**src/rtl/inst_fetcher_if.sv**
```systemverilog
// rtl/inst_fetcher_if.sv - instruction memory read bus between fetcher and memory
//
// Signals:
//   mem_req    fetcher -> memory  read request
//   mem_addr   fetcher -> memory  30-bit word address
//   mem_ack    memory -> fetcher  read data valid (meaningful only while mem_req is high)
//   mem_rdata  memory -> fetcher  32-bit read data
//
// Modports: master = fetcher side, slave = memory side.

interface inst_fetcher_if;
    logic        mem_req;
    logic [29:0] mem_addr;
    logic        mem_ack;
    logic [31:0] mem_rdata;

    modport master (
        output mem_req,
        output mem_addr,
        input  mem_ack,
        input  mem_rdata
    );

    modport slave (
        input  mem_req,
        input  mem_addr,
        output mem_ack,
        output mem_rdata
    );
endinterface

```
**src/rtl/inst_fetcher.sv**
```systemverilog
// rtl/inst_fetcher.sv - single-instruction fetcher with one-entry last-fetch buffer and request timeout/retry
//
// Parameters:
//   TIMEOUT_CYCLES     REQ cycles without ack before the request is dropped and reissued (2..255)
// Ports:
//   clk                clock, rising edge
//   reset              synchronous active-high reset
//   fetcher_reset      high = hold idle / abort; low = fetch the instruction at pc
//   pc                 byte address of the instruction, bits [1:0] ignored
//   fetcher_completed  instruction is valid for the current fetch
//   instruction        fetched instruction word, held while fetcher_reset is high
//   cache_inv          one-cycle pulse, invalidates the last-fetch buffer
//   mem                instruction memory read bus (master side)
//   timeout_count      saturating count of timed-out requests since reset

module inst_fetcher #(
    parameter int TIMEOUT_CYCLES = 64
) (
    input  logic                  clk,
    input  logic                  reset,
    input  logic                  fetcher_reset,
    input  logic [31:0]           pc,
    output logic                  fetcher_completed,
    output logic [31:0]           instruction,
    input  logic                  cache_inv,
    inst_fetcher_if.master        mem,
    output logic [7:0]            timeout_count
);

    localparam logic [1:0] IDLE  = 2'd0;
    localparam logic [1:0] REQ   = 2'd1;
    localparam logic [1:0] RETRY = 2'd2;
    localparam logic [1:0] DONE  = 2'd3;

    localparam logic [7:0] WAIT_LAST = 8'(TIMEOUT_CYCLES - 1);

    logic [1:0]  state;
    logic [29:0] addr_q;
    logic [7:0]  wait_cnt;
    logic        buf_valid;
    logic [29:0] buf_tag;
    logic [31:0] buf_data;

    // Outputs decode straight from state, so reset and abort clear them at the same edge.
    assign fetcher_completed = (state == DONE);
    assign mem.mem_req       = (state == REQ);
    assign mem.mem_addr      = addr_q;

    always_ff @(posedge clk) begin
        if (reset) begin
            state         <= IDLE;
            addr_q        <= '0;
            wait_cnt      <= '0;
            instruction   <= '0;
            buf_valid     <= 1'b0;
            buf_tag       <= '0;
            buf_data      <= '0;
            timeout_count <= '0;
        end else begin
            if (fetcher_reset) begin
                // Abort: any data arriving now is dropped, only the state moves.
                state <= IDLE;
            end else begin
                case (state)
                    IDLE: begin
                        addr_q <= pc[31:2];
                        // A same-cycle invalidate forces the lookup to miss.
                        if (buf_valid && !cache_inv && (buf_tag == pc[31:2])) begin
                            instruction <= buf_data;
                            state       <= DONE;
                        end else begin
                            wait_cnt <= '0;
                            state    <= REQ;
                        end
                    end
                    REQ: begin
                        if (mem.mem_ack) begin
                            instruction <= mem.mem_rdata;
                            buf_data    <= mem.mem_rdata;
                            buf_tag     <= addr_q;
                            buf_valid   <= 1'b1;
                            state       <= DONE;
                        end else if (wait_cnt == WAIT_LAST) begin
                            if (timeout_count != 8'hFF)
                                timeout_count <= timeout_count + 8'd1;
                            state <= RETRY;
                        end else begin
                            wait_cnt <= wait_cnt + 8'd1;
                        end
                    end
                    RETRY: begin
                        wait_cnt <= '0;
                        state    <= REQ;
                    end
                    default: begin
                        // DONE: hold until fetcher_reset; pc is not looked at here.
                        state <= DONE;
                    end
                endcase
            end

            // Placed last so an invalidate coinciding with a fill wins over buf_valid <= 1.
            if (cache_inv)
                buf_valid <= 1'b0;
        end
    end

endmodule

```
**src/flat_wrapper.sv**
```systemverilog
// flat-port wrapper written by rule: the top's interface ports become plain ports
module inst_fetcher_flat 
#(
    parameter int TIMEOUT_CYCLES = 64
)
  (clk, reset, fetcher_reset, pc, fetcher_completed, instruction, cache_inv, timeout_count, mem_mem_req, mem_mem_addr, mem_mem_ack, mem_mem_rdata);
  inst_fetcher_if mem_i ();
  input  logic clk;
  input  logic reset;
  input  logic fetcher_reset;
  input  logic [31:0] pc;
  output logic fetcher_completed;
  output logic [31:0] instruction;
  input  logic cache_inv;
  output logic [7:0] timeout_count;
  output wire logic [$bits(mem_i.mem_req)-1:0] mem_mem_req;
  output wire logic [$bits(mem_i.mem_addr)-1:0] mem_mem_addr;
  input wire logic [$bits(mem_i.mem_ack)-1:0] mem_mem_ack;
  input wire logic [$bits(mem_i.mem_rdata)-1:0] mem_mem_rdata;
  assign mem_mem_req = mem_i.mem_req;
  assign mem_mem_addr = mem_i.mem_addr;
  assign mem_i.mem_ack = mem_mem_ack;
  assign mem_i.mem_rdata = mem_mem_rdata;
  inst_fetcher #(.TIMEOUT_CYCLES(TIMEOUT_CYCLES)) u_core (.clk(clk), .reset(reset), .fetcher_reset(fetcher_reset), .pc(pc), .fetcher_completed(fetcher_completed), .instruction(instruction), .cache_inv(cache_inv), .mem(mem_i), .timeout_count(timeout_count));
endmodule
```
**config.mk**
```make
export PLATFORM = sky130hd
export DESIGN_NAME = inst_fetcher_flat
export DESIGN_NICKNAME = d
export VERILOG_FILES = /design/src/rtl/inst_fetcher_if.sv /design/src/rtl/inst_fetcher.sv /design/src/flat_wrapper.sv
export SDC_FILE = /design/constraint.sdc
export NUM_CORES = 1
export LEC_CHECK = 0
export ABC_AREA = 1
export CAP_MARGIN = 20
export CORE_ASPECT_RATIO = 0.75
export CORE_MARGIN = 8
export CORE_UTILIZATION = 25
export CTS_BUF_LIST = sky130_fd_sc_hd__clkbuf_8
export DETAILED_ROUTE_END_ITERATION = 12
export GPL_TIMING_DRIVEN = 1
export PLACE_DENSITY = 0.48
export SKIP_CTS_REPAIR_TIMING = 1
export SYNTH_ARGS = -nofsm -noshare
export SYNTH_HDL_FRONTEND = slang
export SYNTH_SLANG_ARGS = --single-unit
export TNS_END_PERCENT = 50
```
**constraint.sdc**
```tcl
create_clock -name clk -period 2.2 [get_ports clk]
set_input_delay 0.22 -clock clk [delete_from_list [all_inputs] [get_ports clk]]
set_output_delay 0.22 -clock clk [all_outputs]
set_load 0.005 [all_outputs]
```
==> results.txt <==
The run finished with clean final reports. The last weighted congestion value of the routability-driven placer is 0.785. Of all cell types, the one taking the most synthesized area is sky130_fd_sc_hd__dfxtp_1. The share of flip-flops with an asynchronous set or reset after synthesis came out at 0%. The most frequent cell after synthesis is sky130_fd_sc_hd__nor2_1. The detailed-route via count came out at 5848. The global route total overflow came out at 0. The transition time at the pin with the least slew margin came out at 0.510 ns.

The mean number of vias per cell is 4.19. In the finished design, the share of the clock period the worst path needs comes to 85.0%. The first global-routing pass estimated 29.8 mm of wire. The worst-case hold slack is 0.317 ns.

The via count of the first global-routing pass came out at 5640. The Yosys step of the flow raised 0 warnings. The total wire length after detailed routing came out at 18.5 mm. The first detailed-routing pass ran for 5 iterations.

Setup violations remaining at the end of the flow were counted as 0. The clock latency on the worst-skew pair is 0.46 ns. The kind of end point of the critical path is a flip-flop. The arrival time of data at the critical path endpoint came out at 2.21 ns. The finished layout holds 1396 standard cells, fillers aside. The final clock skew came out at 0.0190 ns. The total CTS buffers came out at 17. The slowest cell on the critical path is sky130_fd_sc_hd__dfxtp_1. The part of the Yosys area used for sequential elements is 45.4%. In this run the number of H-tree levels came out at 4. Setup repair after global routing left no endpoint under its margin. The die span in y came out at 153 um. The critical path goes through ha_1 > nand2_1 > nor2_2 > nand2_1 > nor3_2 > nand3_1 > nor2_1 > nand3_1 > o211a_1. The standard cell core area is 0.0248 mm^2.

The most instantiated flip-flop cell in the synthesis netlist is sky130_fd_sc_hd__dfxtp_1. In this run the core area contains 50 standard-cell rows. The growth of design area from synthesis to finish came out at 34.8%. The net count after synthesis came out at 988.

The starting utilization of the core area is 25.4%. The peak supply drop is 0.376 mV. After clock tree synthesis, the clock-pin slew on the worst setup and hold paths is 0.10 ns. The flop and latch count out of synthesis came out at 143. The number of nets in the finished design came out at 1115. The kind of start point of the critical path is a flip-flop. The number of endpoints with negative hold slack in the final report came to 0. The final worst slack came out at 0.330 ns. The total non-filler cell area in the finished layout came out at 0.00850 mm^2. The leakage power came out at 3.70 nW.

The type of the most critical hold path is input port to flip-flop. The area fraction of the dominant cell type after synthesis is 45.4%. The tool flagged a number of max-cap violations equal to 0. Counting every sink on the clock net gives 143. The synthesized area divided by synthesized cell count came out at 6.87 um^2.

Dividing the detail-routed wire length by the instance count gives 13.2 um. The commonest cells after synthesis are sky130_fd_sc_hd__nor2_1, sky130_fd_sc_hd__nand2_1, sky130_fd_sc_hd__dfxtp_1. The maximum clock rate came out at 0.535 GHz. The die covers 0.0306 mm^2. In this run the critical register-to-register path is launched from u_core.wait_cnt[0].

The number of placed instances, taps included, is 1363. The startpoint of the most critical hold path is mem_mem_rdata[22]. In the routed design, unresolved DRC markers number 0. The worst pin sits at a relative slew slack of 65.7%. The number of DRC violations after detailed-routing iteration 0 came out at 238.

Measured along the x axis, the die boundary spans 199 um. The final-layout setup total negative slack is 0 ns. The instance area after placement came out at 0.00808 mm^2. The buffer and inverter count on the worst path came out at 0. By area the synthesized netlist is led by sky130_fd_sc_hd__dfxtp_1, sky130_fd_sc_hd__nor2_1, sky130_fd_sc_hd__nand2_1, sky130_fd_sc_hd__o21ai_0, sky130_fd_sc_hd__inv_1. The largest stage delay on the critical path came out at 0.34 ns. Entering global routing, the biggest net connects 74 pins. Pin placement for this block handled 141 I/O pins. The distinct cell type count of the synthesized netlist is 34. The number of max-slew violations in the final report came out at 0. The deepest clock path buffer count is 2. After legalization and detailed placement, the total HPWL measured 12.7 mm.

The number of flops mapped to enable cells by yosys came out at 0. The kind of critical path is flip-flop to flip-flop. The total track usage is 12.2%.

In this run the clock root is driven by a sky130_fd_sc_hd__clkbuf_8. The worst slack after detailed placement came out at 0.0529 ns. The share of cells above drive strength 1 is 5.96%. Input and output buffers added on the ports amount to 138.

The clock tree from TritonCTS is done. The most critical setup path has its startpoint at u_core.wait_cnt[0]. The post-synthesis instance area came out at 0.00630 mm^2. The cell family contributing the most delay on the critical path is simple AND/OR/NAND/NOR gates.

The total power density per cell area is 686 mW/mm^2. Along the worst path, the maximum fanout reaches 5. The number of antenna-violating nets in the routed design came out at 0.

For the worst setup path, the data required time is 2.54 ns. The gate count of the mapped netlist is 917. The shortest period the worst path allows is 1.87 ns. The number of antenna violations at the first check in global routing was 1.
[cell type report]
cell class / instances / area [um^2]
clock inverters: 15 / 183
diodes: 1 / 2.50
repair buffers: 155 / 1570
flip-flops and latches: 143 / 2860
inverters: 99 / 373
fillers: 2652 / 16300
clock buffers: 17 / 234
well taps: 338 / 423
multi-input cells: 628 / 2850
[cells by family (layout without fill, tap and decap cells)]
family	Yosys count	count (layout)	synth area share [%]
other	0	1	0
AO/OA/AOI/OAI	174	174	14.1
adder cells (fa/ha/maj)	2	2	0.397
buffers and inverters	146	286	9.39
XOR/XNOR	25	25	3.47
flip-flops	143	143	45.4
AND/OR/NAND/NOR	427	427	27.2
[state kept, by name (all words and copies together) (netlist names)]
signal,cells
u_core.buf_data,32
u_core.buf_tag,30
u_core.buf_valid,1
u_core.instruction,32
u_core.mem.mem_addr,30
u_core.state,2
u_core.timeout_count,8
u_core.wait_cnt,8
[worst min-delay path, cell delays in order]
cell and delay [ns]:
sky130_fd_sc_hd__clkdlybuf4s50_1 0.39, sky130_fd_sc_hd__inv_1 0.07, sky130_fd_sc_hd__a21oi_1 0.06
[routing by layer]
metal	track usage [%]	vias up	part of all wire (%)
met5	0	-	0.070
met4	3.21	2	0.82
met3	4.19	11	5.2
met2	18.6	99	43
met1	16.3	2628	51
li1	-	3108	-
[worst paths after layout]
check | endpoint | slack, ns | depth (start not counted)
max | u_core.timeout_count[5] | 0.33 | 9
min | u_core.buf_data[22] | 0.32 | 3
max reg2reg | u_core.timeout_count[5] | 0.33 | 9
min reg2reg | u_core.buf_tag[20] | 0.47 | 2
[layout by cell type, fill, tap and decap left out, types with 2 or more instances in the layout]
cell	count
sky130_fd_sc_hd__a21oi_1	48
sky130_fd_sc_hd__buf_12	5
sky130_fd_sc_hd__buf_4	12
sky130_fd_sc_hd__bufinv_16	3
sky130_fd_sc_hd__clkbuf_8	17
sky130_fd_sc_hd__clkdlybuf4s50_1	138
sky130_fd_sc_hd__clkinv_2	2
sky130_fd_sc_hd__clkinvlp_4	3
sky130_fd_sc_hd__dfxtp_1	143
sky130_fd_sc_hd__ha_1	2
sky130_fd_sc_hd__inv_1	95
sky130_fd_sc_hd__inv_2	3
sky130_fd_sc_hd__inv_6	7
sky130_fd_sc_hd__nand2_1	189
sky130_fd_sc_hd__nand2_2	2
sky130_fd_sc_hd__nand3_1	9
sky130_fd_sc_hd__nand3b_1	3
sky130_fd_sc_hd__nand4_1	8
sky130_fd_sc_hd__nor2_1	199
sky130_fd_sc_hd__nor2_2	2
sky130_fd_sc_hd__nor3_1	7
sky130_fd_sc_hd__o21a_1	2
sky130_fd_sc_hd__o21ai_0	121
sky130_fd_sc_hd__xnor2_1	24
[through the flow]
stage          total power [mW]  util (%)
2_1_floorplan              3.22         -
3_3_place_gp               3.63      32.5
3_5_place_dp               3.63      32.5
4_1_cts                    5.94      34.2
5_1_grt                    6.15      34.2
6_report                   5.83      34.2
[power breakdown]
| group | switching (mW) | internal (mW) |
|---|---|---|
| Combinational | 0.384 | 0.390 |
| Clock | 1.12 | 1.14 |
| Sequential | 0.0767 | 2.71 |
No activity file was read; power rests on OpenSTA's default activity.
